$ cat src/rtl/clock_set_controller.sv
// rtl/clock_set_controller.sv - mode/time-set sequencer with button debounce for the digital clock
module clock_set_controller #(
    parameter int DEBOUNCE_CYCLES = 16,
    parameter int TIMEOUT_TICKS   = 30
) (
    input  logic       clk,
    input  logic       rst_n,
    input  logic       tick_1hz,
    input  logic       btn_mode_n,
    input  logic       btn_inc_n,
    input  logic       sec_carry,
    input  logic       min_carry,
    output logic       sec_en,
    output logic       sec_clr,
    output logic       min_en,
    output logic       hour_en,
    output logic [1:0] tap_out,
    output logic       set_mode,
    output logic       blink
);

    localparam int DW = $clog2(DEBOUNCE_CYCLES + 1);
    localparam int TW = $clog2(TIMEOUT_TICKS + 1);

    typedef enum logic [1:0] {
        RUN      = 2'b00,
        SET_HOUR = 2'b01,
        SET_MIN  = 2'b10,
        SET_SEC  = 2'b11
    } state_t;

    // Bit 0 is the mode button, bit 1 the increment button.
    logic [1:0]    sync1;
    logic [1:0]    sync2;
    logic [1:0]    db_level;
    logic [1:0]    press;
    logic [DW-1:0] db_cnt [2];

    logic mode_ev;
    logic inc_ev;

    state_t        state;
    state_t        state_next;
    logic [TW-1:0] to_cnt;
    logic [TW-1:0] to_next;
    logic          blink_next;
    logic          sec_en_next;
    logic          sec_clr_next;
    logic          min_en_next;
    logic          hour_en_next;

    always_ff @(posedge clk) begin
        if (!rst_n) begin
            sync1     <= 2'b11;
            sync2     <= 2'b11;
            db_level  <= 2'b11;
            press     <= 2'b00;
            db_cnt[0] <= '0;
            db_cnt[1] <= '0;
        end else begin
            sync1 <= {btn_inc_n, btn_mode_n};
            sync2 <= sync1;
            press <= 2'b00;
            for (int i = 0; i < 2; i++) begin
                if (sync2[i] == db_level[i]) begin
                    db_cnt[i] <= '0;
                end else if (db_cnt[i] == DW'(DEBOUNCE_CYCLES)) begin
                    // Level flips here; a flip to low is the single press event.
                    db_cnt[i]   <= '0;
                    db_level[i] <= sync2[i];
                    press[i]    <= ~sync2[i];
                end else begin
                    db_cnt[i] <= db_cnt[i] + 1'b1;
                end
            end
        end
    end

    assign mode_ev = press[0];
    assign inc_ev  = press[1];

    always_comb begin
        state_next   = state;
        to_next      = to_cnt;
        blink_next   = blink;
        sec_en_next  = 1'b0;
        sec_clr_next = 1'b0;
        min_en_next  = 1'b0;
        hour_en_next = 1'b0;
        case (state)
            RUN: begin
                sec_en_next  = tick_1hz;
                min_en_next  = tick_1hz & sec_carry;
                hour_en_next = tick_1hz & sec_carry & min_carry;
                blink_next   = 1'b0;
                to_next      = '0;
                if (mode_ev) begin
                    state_next = SET_HOUR;
                    blink_next = 1'b1;
                end
            end
            default: begin
                if (mode_ev) begin
                    state_next = (state == SET_SEC) ? RUN : state_t'(state + 2'd1);
                    blink_next = (state != SET_SEC);
                    to_next    = '0;
                end else begin
                    if (tick_1hz) begin
                        blink_next = ~blink;
                    end
                    if (inc_ev) begin
                        // A press always beats a coincident timeout tick.
                        to_next = '0;
                        case (state)
                            SET_HOUR: hour_en_next = 1'b1;
                            SET_MIN:  min_en_next  = 1'b1;
                            SET_SEC:  sec_clr_next = 1'b1;
                            default:  ;
                        endcase
                    end else if (tick_1hz) begin
                        if (to_cnt == TW'(TIMEOUT_TICKS - 1)) begin
                            state_next = RUN;
                            to_next    = '0;
                            blink_next = 1'b0;
                        end else begin
                            to_next = to_cnt + 1'b1;
                        end
                    end
                end
            end
        endcase
    end

    always_ff @(posedge clk) begin
        if (!rst_n) begin
            state    <= RUN;
            to_cnt   <= '0;
            blink    <= 1'b0;
            set_mode <= 1'b0;
            sec_en   <= 1'b0;
            sec_clr  <= 1'b0;
            min_en   <= 1'b0;
            hour_en  <= 1'b0;
        end else begin
            state    <= state_next;
            to_cnt   <= to_next;
            blink    <= blink_next;
            set_mode <= (state_next != RUN);
            sec_en   <= sec_en_next;
            sec_clr  <= sec_clr_next;
            min_en   <= min_en_next;
            hour_en  <= hour_en_next;
        end
    end

    assign tap_out = state;

endmodule
$ cat config.mk
export PLATFORM = sky130hd
export DESIGN_NAME = clock_set_controller
export DESIGN_NICKNAME = d
export VERILOG_FILES = /design/src/rtl/clock_set_controller.sv
export SDC_FILE = /design/constraint.sdc
export NUM_CORES = 1
export LEC_CHECK = 0
export CAP_MARGIN = 5
export CORE_UTILIZATION = 50
export CTS_CLUSTER_SIZE = 30
export DETAILED_ROUTE_END_ITERATION = 16
export GPL_ROUTABILITY_DRIVEN = 1
export PLACE_DENSITY_LB_ADDON = 0.15
export SYNTH_ARGS = -nofsm -noshare
export SYNTH_HDL_FRONTEND = slang
export SYNTH_SLANG_ARGS = --single-unit
$ cat constraint.sdc
create_clock -name clk -period 1.4 [get_ports clk]
set_input_delay 0.21 -clock clk [delete_from_list [all_inputs] [get_ports clk]]
set_output_delay 0.21 -clock clk [all_outputs]
set_load 0.1 [all_outputs]
==> results_dict.tcl, run 1 <==
set metrics [dict create \
    status "complete, no violations" \
    drt-total-wl_um 2870 \
    reg2reg_depth 5 \
    maxCapViolations 0 \
    power_density_mw_per_mm2 851 \
    avgSynthCellArea_um2 10.2 \
    grt_pass1_wl_um 4640 \
    antenna_found_initial 0 \
    drc 0 \
    final_net_count 199 \
    synth_async_sr_flop_share 0 \
    final_layout_size_suffix_gt1_frac 0.213 \
    die_w_um 56.2 \
    synth_compound_area_frac 0.0877 \
    synth-simple-area-share 0.233 \
    vias 1151 \
    fin_area_mm2 0.00194 \
    setup_tns_ns 0 \
    syn_area_mm2 0.00147 \
    leakagePower_nw 0.780 \
    ys_warn_count 0 \
    seqCellArea_um2 729 \
    post_dp_cell_area_mm2 0.00185 \
    start_util 0.528 \
    via_per_inst 5.38 \
    htreeDepth 2 \
    port_buffers 14 \
    finalMaxSlewViolations 0 \
    setup_viol 0 \
    hold_path_depth 1 \
    clk_path_buf_depth 2 \
    gp_congestion 0.780 \
    r2r_slack_ns 0.05 \
    met3_length_um 114 \
    top_layer "met4" \
    synth_top_family_by_area "simple AND/OR/NAND/NOR gates" \
    synth_ff_type "dfxtp_1" \
    endpoint_kind "register" \
    grt_max_degree 11 \
    max-vdd-ir-drop_mv 0.674 \
    synth_cell_types 36 \
    cts_tree "built" \
    cp.required_ns 1.62 \
    synth-edff-count 10 \
    grt_pass1_vias 1117 \
    dpl.hpwl_um 2040 \
    hold_viol_final 0 \
    pin_count 15 \
    crit_arrival_ns 1.57 \
    row_count 19 \
    die-area_mm2 0.00316 \
    synthAdderAreaFrac 0.0852 \
    detail-route-antenna-nets 0 \
    die_y_um 56.2 \
    layout_commonest_cell "dfxtp_1" \
    fillers 201 \
    area_growth_pct 32.2 \
    finalClockSkew_ns 0.00742 \
    clock-sinks 31 \
    drt-pass1-iter-count 4 \
    diodes 0 \
    wl_met2_um 1450 \
    min_period_ns 1.35 \
    coreArea_mm2 0.00278 \
    max_freq_ghz 0.741 \
    cts_root_buffer "clkbuf_4" \
    multi_input_area_um2 768 \
    critPathKind "register to register" \
    wire_per_inst_um 13.4 \
    hold_path_class "register to register" \
    grtUsageTotal 0.190 \
    rsz0062_at_grt "false" \
    holdWs_ns 0.418 \
    globalRoute.totalOverflow 0 \
    clkLatencyLatePin_ns 0.32 \
    worst-path-max-fanout 5 \
    critPathLaunchType "register" \
    ys_seq_elements 31 \
    drt_iter0_drc 38 \
    wl_met1_um 1260 \
    muxShareOfSynthArea 0.0136 \
    synthCells 144 \
    ys_seq_area_frac 0.491 \
    synth_xor_area_frac 0.0477 \
    clkTransAtPathRegs_ns 0.10 \
    layout_common_cells "18 x dfxtp_1, 11 x nor2_1, 11 x nand2_1, 11 x buf_4" \
    cts_buffers 5 \
    finalCritPeriodShare 0.963 \
]
[final cells by class]
type,count,area share
Timing Repair Buffer,25,0.156
Sequential cell,31,0.376
Clock buffer,7,0.0284
Inverter,10,0.0219
Tap cell,31,0.0200
Clock inverter,1,0.00258
Multi-Input combinational cell,109,0.396
[power by group]
part | internal (mW) | total [mW] | switching, mW
Combinational | 0.0633 | 0.139 | 0.0755
Sequential | 0.946 | 0.964 | 0.0179
Clock | 0.243 | 0.550 | 0.307
[critical path, cell delays in order, from the launching register on]
cell,delay [ns]
dfxtp_1,0.36
inv_1,0.07
ha_1,0.23
nand3_2,0.16
a2bb2oi_2,0.20
o221a_2,0.23
[repair_timing]
| item | 4_1_cts | 5_1_grt |
|---|---|---|
| resized for setup | 0 | 4 |
| endpoints found under the setup margin | 0 | 4 |
| buffers inserted | 0 | 0 |
| hold buffers | 0 | 0 |
[through the flow]
stage                     total power [mW]  utilization  worst slack (ns)  instances
after floorplan                       1.06            -           -0.0661        153
after global placement                1.12        0.665           -0.0782        206
after detailed placement              1.12        0.665            -0.127        206
after CTS                             1.66        0.686            0.0410        214
after global routing                  1.73        0.698           0.00512        214
final                                 1.65        0.698            0.0512        214
[cells in the mapped netlist (all sizes together) (2+ instances only)]
cell type	n	area, µm²
nor2b	3	18.8
nand4bb	3	33.8
o21ai	6	30.0
xnor2	3	26.3
dfxtp	21	420
edfxtp	10	300
nand2	11	41.3
mux2i	2	20.0
nor2	11	41.3
inv	10	37.5
nand3b	5	37.5
nand3	9	57.6
and3	2	12.5
nand4	3	18.8
nor3	4	20.0
xor2	5	43.8
ha	10	125
a21oi	6	30.0
nand2b	4	25.0
buf	3	21.3
[state kept, by name (all words and copies together) (netlist names), named ones only]
name and flops:
db_cnt 10, to_cnt 5, db_level 2, press 2, sync1 2, sync2 2
tap_out 2, hour_en 1, min_en 1, sec_clr 1, sec_en 1, set_mode 1
[cell families (layout without fill, tap and decap cells)]
logic type      Yosys count  count (layout)
flops                    31              31
compound gates           20              20
fa+ha+maj                10              10
xor+xnor                  8               8
other cells               1              10
buf+inv                  13              43
mux                       2               2
simple gates             59              59
[layer usage]
layer / track usage / up-vias
met5: 0 / -
met4: 0.0836 / 0
met3: 0.0628 / 9
met2: 0.327 / 33
met1: 0.214 / 535
li1: - / 574
[path summary, 6_finish.rpt]
| check | start | endpoint |
|---|---|---|
| max | to_cnt[1] | set_mode |
| min | sync1[1] | sync2[1] |
| max reg2reg | to_cnt[1] | set_mode |
| min reg2reg | sync1[1] | sync2[1] |
No activity file was read; power rests on OpenSTA's default activity.
==> inputs of run 2 (changes only) <==
--- a/config.mk
+++ b/config.mk
@@ -11,6 +11,8 @@
 export DETAILED_ROUTE_END_ITERATION = 16
 export GPL_ROUTABILITY_DRIVEN = 1
 export PLACE_DENSITY_LB_ADDON = 0.15
+export SETUP_SLACK_MARGIN = 0.1
 export SYNTH_ARGS = -nofsm -noshare
 export SYNTH_HDL_FRONTEND = slang
 export SYNTH_SLANG_ARGS = --single-unit
+export TNS_END_PERCENT = 30
==> run 2 against run 1 <==
  * Utilization rose by 0.36 points
  * Fmax rose by 3.8%
  * Clock power barely moved
  * Flip-flop and latch count did not move
  * Sequential power barely moved
  * Clock skew fell by 0.00098 ns
  * Non-clock buffer count rose by 2
  * Power barely moved
  * Combinational power barely moved
  * Largest cell class unchanged
==> results_dict.tcl, run 2 (synthesis gave the netlist of run 1 again) <==
set metrics [dict create \
    status "complete, no violations" \
    dp_cells 206 \
    fin_area_mm2 0.00195 \
    hold_viol_final 0 \
    die_y_um 56.2 \
    grt_max_degree 11 \
    die_w_um 56.2 \
    dpl.hpwl_um 2040 \
    post_dp_cell_area_mm2 0.00185 \
    grt_pass1_wl_um 4790 \
    diodes 0 \
    row_count 19 \
    finalCritPeriodShare 0.928 \
    layout_commonest_cell "dfxtp_1" \
    critPathKind "register to register" \
    critPathLaunchType "register" \
    crit_arrival_ns 1.39 \
    power_density_mw_per_mm2 847 \
    max-vdd-ir-drop_mv 0.652 \
    hold_path_class "register to register" \
    cts_root_buffer "clkbuf_4" \
    worst-path-max-fanout 4 \
    drt-total-wl_um 2810 \
    vias 1138 \
    switching_share 0.241 \
    setup_viol 0 \
    die-area_mm2 0.00316 \
    grtUsageTotal 0.198 \
    final_net_count 201 \
    fillers 197 \
    clk_path_buf_depth 2 \
    holdWs_ns 0.415 \
    layout_common_cells "17 x dfxtp_1, 13 x buf_4, 11 x nor2_1, 11 x nand2_1" \
    globalRoute.totalOverflow 0 \
    ctsHoldBuffers 0 \
    wire_per_inst_um 13.0 \
    finalMaxSlewViolations 0 \
    via_per_inst 5.27 \
    final_layout_size_suffix_gt1_frac 0.222 \
    gr-max-usage-layer "met2" \
    cts_tree "built" \
    coreArea_mm2 0.00278 \
    seq_power_share 0.583 \
    drc 0 \
    setup_tns_ns 0 \
    grt_pass1_vias 1123 \
    max_freq_ghz 0.770 \
    use_met1 0.226 \
    area_growth_pct 32.9 \
    leakagePower_nw 0.791 \
    clkTransAtPathRegs_ns 0.10 \
    total_power_mw 1.65 \
    htreeDepth 2 \
    antenna_found_initial 0 \
    port_buffers 14 \
    crit_chain "inv_1 > ha_1 > nand4bb_1 > nand3_1 > nor2_1" \
    clock-sinks 31 \
    crit_path_top_delay_cell "edfxtp_1" \
    endpoint_kind "register" \
    cp_slowest_stage_delay_ns 0.45 \
    start_util 0.528 \
    pwr-share-comb 0.086 \
    pin_count 15 \
    top_register "db_cnt" \
    detail-route-antenna-nets 0 \
    rsz0062_at_grt "true" \
    finalClockSkew_ns 0.00644 \
    cp_top_family "flip-flops" \
    grtUsageMet2 0.344 \
    crit_buf_inv 1 \
    stdcell_count 216 \
    largest_reg_flops 10 \
    clockPowerShare 0.331 \
    gp_congestion 0.780 \
    drt_iter0_drc 38 \
    p_int_mw 1.26 \
    min_period_ns 1.30 \
    cts_buffers 5 \
    netSwitchingPower_mw 0.399 \
    grt.met3_usage 0.0628 \
    clkLatencyLatePin_ns 0.32 \
    cp.required_ns 1.49 \
    maxCapViolations 0 \
    drt-pass1-iter-count 4 \
    top_regs "db_cnt (10), to_cnt (5)" \
]
-- run 2: cell count changes in the layout (fill, tap and decap cells not counted) --
cell	before	now
a2bb2oi_1	0	1
a2bb2oi_2	1	0
buf_4	11	13
dfxtp_1	18	17
dfxtp_2	1	2
-- run 2: final timing paths --
path	startpoint	endpoint	slack, ns	depth (start not counted)
worst max-delay path	db_cnt[1][0]	db_cnt[1][4]	0.10	5
worst min-delay path	sync1[1]	sync2[1]	0.41	1
worst max register to register	db_cnt[1][0]	db_cnt[1][4]	0.10	5
worst min register to register	sync1[1]	sync2[1]	0.41	1
-- run 2: repair_timing --
item,4_1_cts,5_1_grt
setup buffers,0,2
setup endpoints to repair,7,17
pin swaps,0,2
gates cloned,0,0
gates resized for setup,3,1
-- run 2: final cells by class --
cell class	instances	area (µm²)	share of cell area
Clock inverter	1	5.00	0.00256
Multi-Input combinational cell	109	762	0.390
Sequential cell	31	731	0.374
Inverter	10	42.5	0.0218
Timing Repair Buffer	27	318	0.163
Clock buffer	7	55.1	0.0282
Tap cell	31	38.8	0.0199
-- run 2: layer usage --
| metal | up-vias | share of wire |
|---|---|---|
| met4 | 0 | 0.012 |
| met1 | 534 | 0.43 |
| met2 | 21 | 0.52 |
| met5 | - | 0 |
| li1 | 579 | - |
| met3 | 4 | 0.035 |
-- run 2: worst register-to-register path, cell delays in order, from the launching register on --
cell and delay [ns]:
edfxtp_1 0.45, inv_1 0.09, ha_1 0.14, nand4bb_1 0.13, nand3_1 0.18, nor2_1 0.07
-- run 2: power by group through the flow --
stage	sequential (mW)	clock, mW	combinational [mW]
after floorplan	1.01	0	0.0574
after global placement	0.983	0	0.133
after detailed placement	0.985	0	0.136
after CTS	0.964	0.560	0.137
after global routing	0.967	0.614	0.152
final	0.964	0.548	0.142
-- run 2: per-stage QoR --
step	setup slack (ns)	utilization
6_report	0.100	0.702
5_1_grt	0.0301	0.702
4_1_cts	0.0747	0.695
3_5_place_dp	-0.127	0.665
3_3_place_gp	-0.0782	0.665
2_1_floorplan	-0.0661	-
==> inputs of run 3 (changes only) <==
--- a/config.mk
+++ b/config.mk
@@ -6,7 +6,9 @@
 export NUM_CORES = 1
 export LEC_CHECK = 0
 export CAP_MARGIN = 5
-export CORE_UTILIZATION = 50
+export CORE_ASPECT_RATIO = 1.1
+export CORE_UTILIZATION = 49
+export CTS_BUF_LIST = sky130_fd_sc_hd__clkbuf_8 sky130_fd_sc_hd__clkbuf_16
 export CTS_CLUSTER_SIZE = 30
 export DETAILED_ROUTE_END_ITERATION = 16
 export GPL_ROUTABILITY_DRIVEN = 1
==> run 3 against run 2 <==
  * Power up 6.3%
  * Fmax fell by 0.75%
  * Via count is 1.6% higher
==> results_dict.tcl, run 3 (synthesis gave the netlist of run 1 again) <==
set metrics [dict create \
    coreArea_mm2 0.00280 \
    setup_tns_ns 0 \
    max-vdd-ir-drop_mv 0.904 \
    hold_path_class "register to register" \
    area_growth_pct 35.0 \
    final_net_count 202 \
    cp.required_ns 1.57 \
    cp_slowest_stage_delay_ns 0.35 \
    clkTransAtPathRegs_ns 0.06 \
    via_per_inst 5.28 \
    crit_arrival_ns 1.48 \
    finalCritPeriodShare 0.935 \
    diodes 0 \
    grtUsageTotal 0.210 \
    clock-sinks 31 \
    maxCapViolations 0 \
    endpoint_kind "register" \
    critPathKind "register to register" \
    finalClockSkew_ns 0.00508 \
    pin_count 15 \
    drt-total-wl_um 2990 \
    status "complete, no violations" \
    top_regs "db_cnt (10), to_cnt (5)" \
    antenna_found_initial 0 \
    leakagePower_nw 0.802 \
    dpl.hpwl_um 2080 \
    preCtsSetupSlack_ns -0.146 \
    grt_pass1_wl_um 4870 \
    cts_buffers 5 \
    critPathLaunchType "register" \
    final_layout_size_suffix_gt1_frac 0.215 \
    clkLatencyLatePin_ns 0.28 \
    crit_chain "inv_1 > ha_1 > nand3_2 > o21a_1 > o211a_1" \
    top_register "db_cnt" \
    start_util 0.524 \
    row_count 20 \
    die-area_mm2 0.00322 \
    globalRoute.totalOverflow 0 \
    hold_viol_final 0 \
    drt_iter0_drc 24 \
    drt-pass1-iter-count 4 \
    cts_root_buffer "clkbuf_8" \
    crit_path_top_delay_cell "dfxtp_1" \
    grt_max_degree 11 \
    wire_per_inst_um 13.7 \
    worst_slack_ns 0.0906 \
    fin_area_mm2 0.00198 \
    clk_path_buf_depth 2 \
    power_density_mw_per_mm2 886 \
    layout_common_cells "18 x dfxtp_1, 14 x buf_4, 11 x nor2_1, 11 x nand2_1" \
    htreeDepth 2 \
    drc 0 \
    largest_reg_flops 10 \
    cts_tree "built" \
    max_freq_ghz 0.764 \
    setup_viol 0 \
    worst-path-max-fanout 5 \
    post_dp_cell_area_mm2 0.00185 \
    rsz0062_at_grt "true" \
    detail-route-antenna-nets 0 \
    layout_commonest_cell "dfxtp_1" \
    min_period_ns 1.31 \
    port_buffers 14 \
    vias 1156 \
    gp_congestion 0.733 \
    dp_cells 208 \
    finalMaxSlewViolations 0 \
    stdcell_count 219 \
    grt_pass1_vias 1090 \
    die_y_um 59.4 \
    die_w_um 54.2 \
]
-- run 3: cell type report --
cell class | instances | area [µm²]
multi-input cells | 109 | 764
fillers | 214 | 820
inverters | 10 | 42.5
repair buffers | 28 | 325
flip-flops and latches | 31 | 729
clock buffers | 5 | 68.8
clock inverters | 3 | 11.3
well taps | 33 | 41.3
-- run 3: where the power goes --
| group | leakage, nW | total (mW) | internal [mW] | switching, mW |
|---|---|---|---|---|
| Combinational | 0.482 | 0.147 | 0.0691 | 0.0780 |
| Sequential | 0.276 | 0.966 | 0.947 | 0.0185 |
| Clock | 0.0444 | 0.645 | 0.331 | 0.314 |
| Total | 0.802 | 1.76 | 1.35 | 0.411 |
-- run 3: worst paths after layout --
check	slack, ns	to	cells past startpoint	from
worst min-delay path	0.41	sync2[0]	1	sync1[0]
worst max-delay path	0.09	tap_out[0]	5	to_cnt[1]
worst min register to register	0.41	sync2[0]	1	sync1[0]
worst max register to register	0.09	tap_out[0]	5	to_cnt[1]
-- run 3: critical path, delay by kind of cell, from the launching register on --
family / cells / cell delay (ns)
compound gates: 2 / 0.41
flops: 1 / 0.35
fa+ha+maj: 1 / 0.23
simple gates: 1 / 0.14
buf+inv: 1 / 0.07
-- run 3: per-stage QoR --
step	hold WS [ns]	power [mW]	util
after floorplan	0.309	1.06	-
after global placement	0.394	1.12	0.661
after detailed placement	0.403	1.13	0.661
after CTS	0.419	1.77	0.704
after global routing	0.426	1.83	0.708
final	0.412	1.76	0.708
-- run 3: timing repair --
| item | in CTS | in global routing |
|---|---|---|
| endpoints found under the setup margin | 11 | 19 |
| setup buffers | 2 | 1 |
| resized for setup | 3 | 1 |
| cloned | 0 | 0 |
| hold buffers | 0 | 0 |
| pin swaps | 0 | 2 |
-- run 3: per-layer routing --
layer,routed length (µm),part of all wire,GRT usage
met1,1200,0.40,0.241
met2,1690,0.57,0.368
met3,76,0.025,0.0615
met4,21,0.0070,0.0586
met5,0,0,0
